### src/rtl/reg_scoreboard.sv
// Register scoreboard for a dual-issue pipeline. Tracks destination
// registers of in-flight long-latency writers (div, load) and decides
// per cycle which decoded slots may issue without a RAW/WAW hazard or
// exceeding the outstanding-op budget.
module reg_scoreboard #(
  parameter int MAX_OUTSTANDING = 4,
  localparam int CW = $clog2(MAX_OUTSTANDING + 1)
) (
  input  logic                  clk,
  input  logic                  rst,
  input  logic [1:0]            d_valid_i,
  input  logic [1:0][1:0][4:0]  r_reg_i,
  input  logic [1:0][4:0]       w_reg_i,
  input  logic [1:0]            long_i,
  input  logic [1:0]            is_i,
  input  logic                  ex_ready_i,
  input  logic [1:0]            wb_valid_i,
  input  logic [1:0][4:0]       wb_reg_i,
  input  logic                  flush_i,
  output logic [1:0]            sb_ok_o,
  output logic [31:0]           pending_o,
  output logic [CW-1:0]         count_o
);

  // Largest value the count register can hold; the count saturates here
  // instead of wrapping if the issue stage ever overfills the scoreboard.
  localparam logic [6:0] CNT_SAT = 7'((1 << CW) - 1);
  localparam logic [6:0] MAX_C   = 7'(MAX_OUTSTANDING);

  logic [31:0]   pending_r;
  logic [CW-1:0] count_r;

  logic [1:0]    lw_s;
  logic [1:0]    fire_s;
  logic [1:0]    hz_s;
  logic [1:0]    full_s;
  logic [31:0]   set_mask_s;
  logic [31:0]   clr_mask_s;
  logic [31:0]   pending_next_s;
  logic [5:0]    nset_s;
  logic [5:0]    nclr_s;
  logic [6:0]    cnt_up_s;
  logic [6:0]    cnt_diff_s;
  logic [CW-1:0] count_next_s;

  // Number of ones in a 32-bit vector.
  function automatic logic [5:0] popcount32(input logic [31:0] v);
    logic [5:0] c;
    c = 6'd0;
    for (int i = 0; i < 32; i++) begin
      c = c + {5'd0, v[i]};
    end
    return c;
  endfunction

  // True when register r is nonzero and awaiting a long-latency write.
  function automatic logic busy(input logic [31:0] p, input logic [4:0] r);
    return (r != 5'd0) & p[r];
  endfunction

  // Hazard/capacity decision and next-state computation.
  always_comb begin
    lw_s   = long_i & {(w_reg_i[1] != 5'd0), (w_reg_i[0] != 5'd0)};
    fire_s = is_i & {2{ex_ready_i}};

    hz_s[0] = d_valid_i[0] & (busy(pending_r, r_reg_i[0][0]) |
                              busy(pending_r, r_reg_i[0][1]) |
                              busy(pending_r, w_reg_i[0]));
    // Slot 1 also waits on a long producer in slot 0 of the same pair,
    // since that result does not exist yet when slot 1 would read it.
    hz_s[1] = (d_valid_i[1] & (busy(pending_r, r_reg_i[1][0]) |
                               busy(pending_r, r_reg_i[1][1]) |
                               busy(pending_r, w_reg_i[1]))) |
              (lw_s[0] & ((w_reg_i[0] == r_reg_i[1][0]) |
                          (w_reg_i[0] == r_reg_i[1][1]) |
                          (w_reg_i[0] == w_reg_i[1])));

    full_s[0] = lw_s[0] & (7'(count_r) == MAX_C);
    full_s[1] = lw_s[1] & ((7'(count_r) + 7'(lw_s[0])) >= MAX_C);

    sb_ok_o[0] = ~hz_s[0] & ~full_s[0];
    sb_ok_o[1] = sb_ok_o[0] & ~hz_s[1] & ~full_s[1];

    // Sets never touch r0 because lw requires a nonzero destination.
    set_mask_s = (({31'd0, fire_s[0] & lw_s[0]} << w_reg_i[0]) |
                  ({31'd0, fire_s[1] & lw_s[1]} << w_reg_i[1])) & 32'hFFFF_FFFE;
    // Only pending, non-r0 bits clear; a same-cycle set wins. Both ports
    // naming one register collapse into a single mask bit.
    clr_mask_s = (({31'd0, wb_valid_i[0]} << wb_reg_i[0]) |
                  ({31'd0, wb_valid_i[1]} << wb_reg_i[1])) &
                 32'hFFFF_FFFE & pending_r & ~set_mask_s;

    pending_next_s = (pending_r & ~clr_mask_s) | set_mask_s;

    nset_s   = popcount32(set_mask_s & ~pending_r);
    nclr_s   = popcount32(clr_mask_s);
    cnt_up_s = 7'(count_r) + 7'(nset_s);
    if (cnt_up_s >= 7'(nclr_s)) begin
      cnt_diff_s = cnt_up_s - 7'(nclr_s);
    end else begin
      cnt_diff_s = 7'd0;
    end
    if (cnt_diff_s > CNT_SAT) begin
      count_next_s = CW'(CNT_SAT);
    end else begin
      count_next_s = CW'(cnt_diff_s);
    end
  end

  // Pending bitmap and outstanding count; flush kills all in-flight ops.
  always_ff @(posedge clk or posedge rst) begin
    if (rst) begin
      pending_r <= 32'h0;
      count_r   <= '0;
    end else if (flush_i) begin
      pending_r <= 32'h0;
      count_r   <= '0;
    end else begin
      pending_r <= pending_next_s;
      count_r   <= count_next_s;
    end
  end

  assign pending_o = pending_r;
  assign count_o   = count_r;

endmodule

### config.mk
export PLATFORM = sky130hd
export DESIGN_NAME = reg_scoreboard
export DESIGN_NICKNAME = d
export VERILOG_FILES = /design/src/rtl/reg_scoreboard.sv
export SDC_FILE = /design/constraint.sdc
export NUM_CORES = 1
export LEC_CHECK = 0
export CORE_MARGIN = 2
export CORE_UTILIZATION = 44
export DETAILED_ROUTE_END_ITERATION = 7
export PLACE_DENSITY = 0.68
export SYNTH_ARGS = -nofsm -noshare
export SYNTH_HDL_FRONTEND = slang
export SYNTH_SLANG_ARGS = --single-unit
### constraint.sdc
create_clock -name clk -period 7.1 [get_ports clk]
set_clock_uncertainty 0.15 [all_clocks]
set_input_delay 1.775 -clock clk [delete_from_list [all_inputs] [get_ports clk]]
set_output_delay 1.775 -clock clk [all_outputs]
set_load 0.02 [all_outputs]
After elaboration in Yosys (flattened, before gate mapping). Index checks and enable logic that the tools add are counted.

Register bits after elaboration: 35. Latch bits: 0. Memory bits (writable): 0. ROM bits: 0. Bits of input ports: 52. Output and inout bits: 37. Logic and storage cells: 145. Memories kept: 0.

Add/subtract/negate cells: 65. Multiply operators: 0. Divide/modulo/power cells: 0. Order comparisons: 9. Equality and inequality tests: 4. Shifts and indexed selects: 4. Multiplexer cells: 16. Bitwise logic cells: 39. Reduce and logical (&&, ||, !) cells: 6.

Operators with widths (number): adder 6 x 1 -> 6 bit (52); bitwise AND 32 bit (4); left shift 1 x 5 -> 32 bit (4); NOT 32 bit (3); OR 32 bit (3); less-than comparator 5 x 6 -> 1 bit, second input constant (6); two-way mux 32 bit (1); binary-select mux 1 bit (select 5 bit) (6); nonzero test 5 bit (6); bitwise AND 1 bit (16); equality test 5 bit (3); adder 3 x 1 -> 4 bit (3); adder 5 x 1 -> 6 bit (2); adder 4 x 1 -> 5 bit (2); adder 3 x 6 -> 7 bit (1); greater-or-equal comparator 7 x 6 -> 1 bit (1); greater-than comparator 7 x 3 -> 1 bit, second input constant (1); two-way mux 7 bit (1); OR 1 bit (7); subtractor 7 x 6 -> 7 bit (1); adder 2 x 1 -> 3 bit (2); two-way mux 1 bit (6); two-way mux 3 bit (2); adder 1 x 1 -> 2 bit (2); other kinds (4) (8).

Logic depth before layout (Yosys ltp).
Depth in word-level cells: 43. Gate-level depth with buffers: 28. Gate-level depth less buffers: 28.

Worst setup path before layout. No wires, ideal clock.

Kind: input -> register. Start: input w_reg_i[1] in the netlist's numbering. End: register count_r[0], in the netlist count_o[0]. Library setup time: 0.136 ns. Arrival: 8.522 ns. Data required time: 6.814 ns. Path slack: -1.708 ns. Cell stages on the path: 25. Path buffers: 1. Cells stage by stage: buf_2 -> o41ai_2 -> nor3_2 -> nand3b_1 -> a2bb2oi_1 -> nand3_1 -> fa_1 -> fa_1 -> fa_1 -> fa_1 -> fa_1 -> inv_1 -> fa_1 -> fa_1 -> fa_1 -> a21o_1 -> a21oi_1 -> xor2_1 -> ha_1 -> inv_1 -> o21ai_0 -> a21o_1 -> a41o_1 -> a22oi_1 -> a21oi_1.

Cells in the longest elaborated chain, start to end: 43. Elaborated cells on any way between the ends: 77. Classes of those cells: add/sub (64); order compare (2); shift (1); mux (3); bitwise (6); reduce/logical (1).

RTL lines: from (decl) (RTL line 13) `input logic [1:0][4:0] w_reg_i,`; nonzero test 5 bit (RTL line 63) `lw_s = long_i & {(w_reg_i[1] != 5'd0), (w_reg_i[0] != 5'd0)};`; bitwise AND 2 bit (RTL line 63); bitwise AND 1 bit (RTL line 85) `set_mask_s = (({31'd0, fire_s[0] & lw_s[0]} << w_reg_i[0]) |`; left shift 1 x 5 -> 32 bit * (RTL line 85); OR 32 bit * (RTL line 85); bitwise AND 32 bit or NOT 32 bit (tied branches) (RTL line 95, 91); adder 1 x 1 -> 2 bit or bitwise AND 32 bit (tied branches) (RTL line 51, 91); adder 2 x 1 -> 3 bit or adder 1 x 1 -> 2 bit (tied branches) (RTL line 51) `c = c + {5'd0, v[i]};`; [3 not listed]; adder 6 x 1 -> 6 bit or adder 5 x 1 -> 6 bit (tied branches) (RTL line 51); adder 6 x 1 -> 6 bit (25 in a row) (RTL line 51); adder 3 x 6 -> 7 bit or adder 6 x 1 -> 6 bit (tied branches) (RTL line 97, 51); subtractor 7 x 6 -> 7 bit or greater-or-equal comparator 7 x 6 -> 1 bit (tied branches) (RTL line 99, 98); two-way mux 7 bit * (RTL line 98) `if (cnt_up_s >= 7'(nclr_s)) begin`; greater-than comparator 7 x 3 -> 1 bit (RTL line 103) `if (cnt_diff_s > CNT_SAT) begin`; two-way mux 3 bit * (RTL line 103); two-way mux 3 bit * (RTL line 115) `end else if (flush_i) begin`; to (signal assigned) (RTL line 120) `count_r <= count_next_s;`; to (decl) (RTL line 31) `logic [CW-1:0] count_r;`.

Every way passes the cells marked *; elsewhere a longest branch is shown, timed or not.

Worst setup path in the final report.
Start: input w_reg_i[3] in the netlist's numbering. End: register count_r[1], in the netlist count_o[1].

Same word-level chain as after synthesis.

==> flow_summary_export.csv <==
group,metric,value,unit
place,dp.cells,1108,
worst_setup_path,critPathLaunchType,"input pin",
hold_path,hold_depth,2,
worst_setup_path,critPathTopFamily,"adder cells",
grt,top_usage_layer,"met2",
route,wl_per_cell,26.38,um
die,die-area,15410,um^2
cells_and_area,final_core_util,67.76,%
logic_synthesis,synthTopCellsByCount,"inv_1, fa_1, a21oi_1, nand3_1, o22ai_1",
die,die_h,124.1,um
logic_synthesis,netlist_area,6351,um^2
status,status,"finished, violations left",
die,die_w,124.1,um
cells_and_area,layout.nets,1091,
logic_synthesis,synth-edff-count,0,
logic_synthesis,synth_area_leaders,"fa_1, dfrtp_1, mux4_2",
cts,cts_buffer_depth,2,
cells_and_area,fin_cells,1147,
grt,grtUsageMet1,48.75,%
timing,max_clock_freq,0.1158,GHz
timing,setup_slack,-1.538,ns
cts,cts.clk_slew.worst_paths,0.07,ns
timing,setup_viol,3,
worst_setup_path,slowest_stage,"fa_1",
cells_and_area,stdcell_area,9479,um^2
route,drtPass1Iterations,5,
grt,antenna_found_initial,1,
timing,tightest_slew,0.8187,ns
logic_synthesis,yosysTopAreaCell,"fa_1",
timing,rsz0062_at_grt,"true",
timing,period_minus_slack,8.638,ns
worst_setup_path,endpoint_kind,"flip-flop",
cts,cts_tree,"built",
route,drt_iter0_drc,789,
logic_synthesis,ys_seq_area_share,13.40,%
place,place_ws,-2.249,ns
route,drt-vias-per-instance,6.554,
cells_and_area,drive_gt1_share,38.47,%
timing,slew_viol_final,0,
cts,hold_buffers,0,
grt,grt_pass1_wl,45.31,mm
worst_setup_path,crit_path_frequent_cell,"fa_1",
cts,clkLatencyLatePin,0.29,ns
logic_synthesis,ys_warn_count,0,
route,vias,7517,
die,start_util,45.40,%
route,drtAntennaViolNets,0,
worst_setup_path,worstSetupPathType,"input pin to flip-flop",
die,num_rows,43,
grt,grt_pass1_vias,7736,
cts,htree_levels,2,
worst_setup_path,cp_num_buf_inv,4,
pwr,ir_drop,0.2028,mV
logic_synthesis,syn_nets,819,
grt,grt_usage,40.46,%
hold_path,hp-class,"flip-flop to flip-flop",
cts,root_buffer,"clkbuf_16",
route,drc,0,
logic_synthesis,syn_inst,694,
place,io_buffers,87,
place,dpl.hpwl,22.86,mm
grt,use_met2,67.73,%
logic_synthesis,ys_ff_latch,34,
grt,grt_use_met3,6.685,%
status,violations,"negative setup slack",
die,core-area,13990,um^2
pwr,p_per_area,100.5,nW/um^2
grt,grt_max_degree,35,
worst_setup_path,worstPathMaxFanout,4,
cells_and_area,diodes,0,
route,wl,30.25,mm
logic_synthesis,ys.flop_type,"dfrtp_1",
timing,hold_violations,0,
worst_setup_path,cp.arrival,8.65,ns
logic_synthesis,syn_avg_cell_area,9.151,um^2
worst_setup_path,reg2reg_depth,20,
timing,period_share,121.7,%
worst_setup_path,required,7.11,ns
timing,relSlewSlack,44.01,%
worst_setup_path,crit_cells,27,
cts,cts_buffers,5,
pwr,total_leakage_power,0.004006,uW
place,gp_congestion,0.9768,
timing,hold-worst-slack,0.4893,ns
logic_synthesis,synth_most_common_cell,"inv_1",
logic_synthesis,synth_top_cell_area_share,15.76,%
die,ios,89,
logic_synthesis,synth_cell_type_count,60,
grt,gr-total-overflow,0,
logic_synthesis,async_reset_ff_share,100.0,%
place,placed_area,8757,um^2
cts,clock-sinks,34,
worst_setup_path,cpPeakStageDelay,0.58,ns
cells_and_area,area_delta_synth_final,49.25,%
run,drv_cap,0,
[placed cells by master (no fill, tap or decap), types with 22 or more instances in the layout]
| cell | Yosys | routed |
|---|---|---|
| o22ai_1 | 35 | 31 |
| nor2_1 | 25 | 22 |
| inv_1 | 65 | 61 |
| dfrtp_1 | 34 | 34 |
| mux2i_1 | 24 | 24 |
| clkdlybuf4s50_1 | 0 | 71 |
| buf_4 | 3 | 220 |
| mux4_2 | 26 | 26 |
| nand3_1 | 37 | 31 |
| o221ai_1 | 31 | 31 |
| fa_1 | 50 | 46 |
| ha_1 | 23 | 22 |
| a21oi_1 | 43 | 40 |
[worst paths after layout]
kind / from / end / slack, ns
max in group asynchronous: rst / pending_o[5]$_DFF_PP0_ / 4.68
min: pending_o[1]$_DFF_PP0_ / pending_o[1]$_DFF_PP0_ / 0.49
max reg2reg: pending_o[28]$_DFF_PP0_ / count_o[1]$_DFF_PP0_ / 0.43
max: w_reg_i[3] / count_o[1]$_DFF_PP0_ / -1.54
min reg2reg: pending_o[1]$_DFF_PP0_ / pending_o[1]$_DFF_PP0_ / 0.49
min in group asynchronous: rst / pending_o[30]$_DFF_PP0_ / 1.77
[worst register-to-register path, delay by kind of cell, from the launching register on]
kind	cells	cell delay (ns)
compound gates	7	1.07
xor+xnor	1	0.19
fa+ha+maj	9	4.13
buf+inv	2	0.16
flops	1	0.65
simple gates	1	0.20
[what timing repair did]
action | CTS | global route
endpoints found under the setup margin | 3 | 3
setup buffers | 22 | 9
resized for setup | 66 | 39
pin swaps | 44 | 31
[cell type report]
class | instances | area, um^2
tap | 180 | 225.2
sequential | 34 | 850.8
fill | 1138 | 4509
timing repair buffer | 311 | 2540
multi-input combinational | 549 | 5420
inverter | 65 | 249.0
clock buffer | 5 | 125.1
clock inverter | 3 | 68.82
[power breakdown]
| group | switching (uW) | total, uW | internal (uW) | leakage (uW) |
|---|---|---|---|---|
| clock | 102 | 305 | 202 | 0.0000940 |
| combinational | 225 | 434 | 209 | 0.00344 |
| sequential | 13.1 | 214 | 201 | 0.000472 |
| total | 340 | 952 | 612 | 0.00401 |
[state kept, by name, indices dropped and copies added (netlist names)]
name and flops:
count_o 3, pending_o 31
[through the flow]
stage | setup TNS, ns | total power (uW)
after global placement | -6.498 | 600.7
after detailed placement | -6.739 | 613.2
after floorplan | -3.871 | 434.6
after CTS | -4.955 | 931.2
final | -4.587 | 952.4
after global routing | -5.236 | 991.8
[logic make-up after synthesis]
| kind of cell | Yosys count | share of synthesized area (%) |
|---|---|---|
| other | 1 | 0.05904 |
| xor gates and xnor gates | 22 | 3.034 |
| and+or+nand+nor | 196 | 17.38 |
| muxes | 66 | 17.32 |
| adders and majority gates | 73 | 20.29 |
| AOI/OAI and AO/OA | 191 | 20.92 |
| DFF | 34 | 13.40 |
| buffers and inverters | 111 | 7.604 |
[per-layer routing]
layer | share of wire [%] | vias up
li1 | - | 3165
met1 | 36 | 3673
met5 | 0 | -
met3 | 8.9 | 152
met2 | 47 | 527
met4 | 7.3 | 0
No activity file was read; power rests on OpenSTA's default activity.
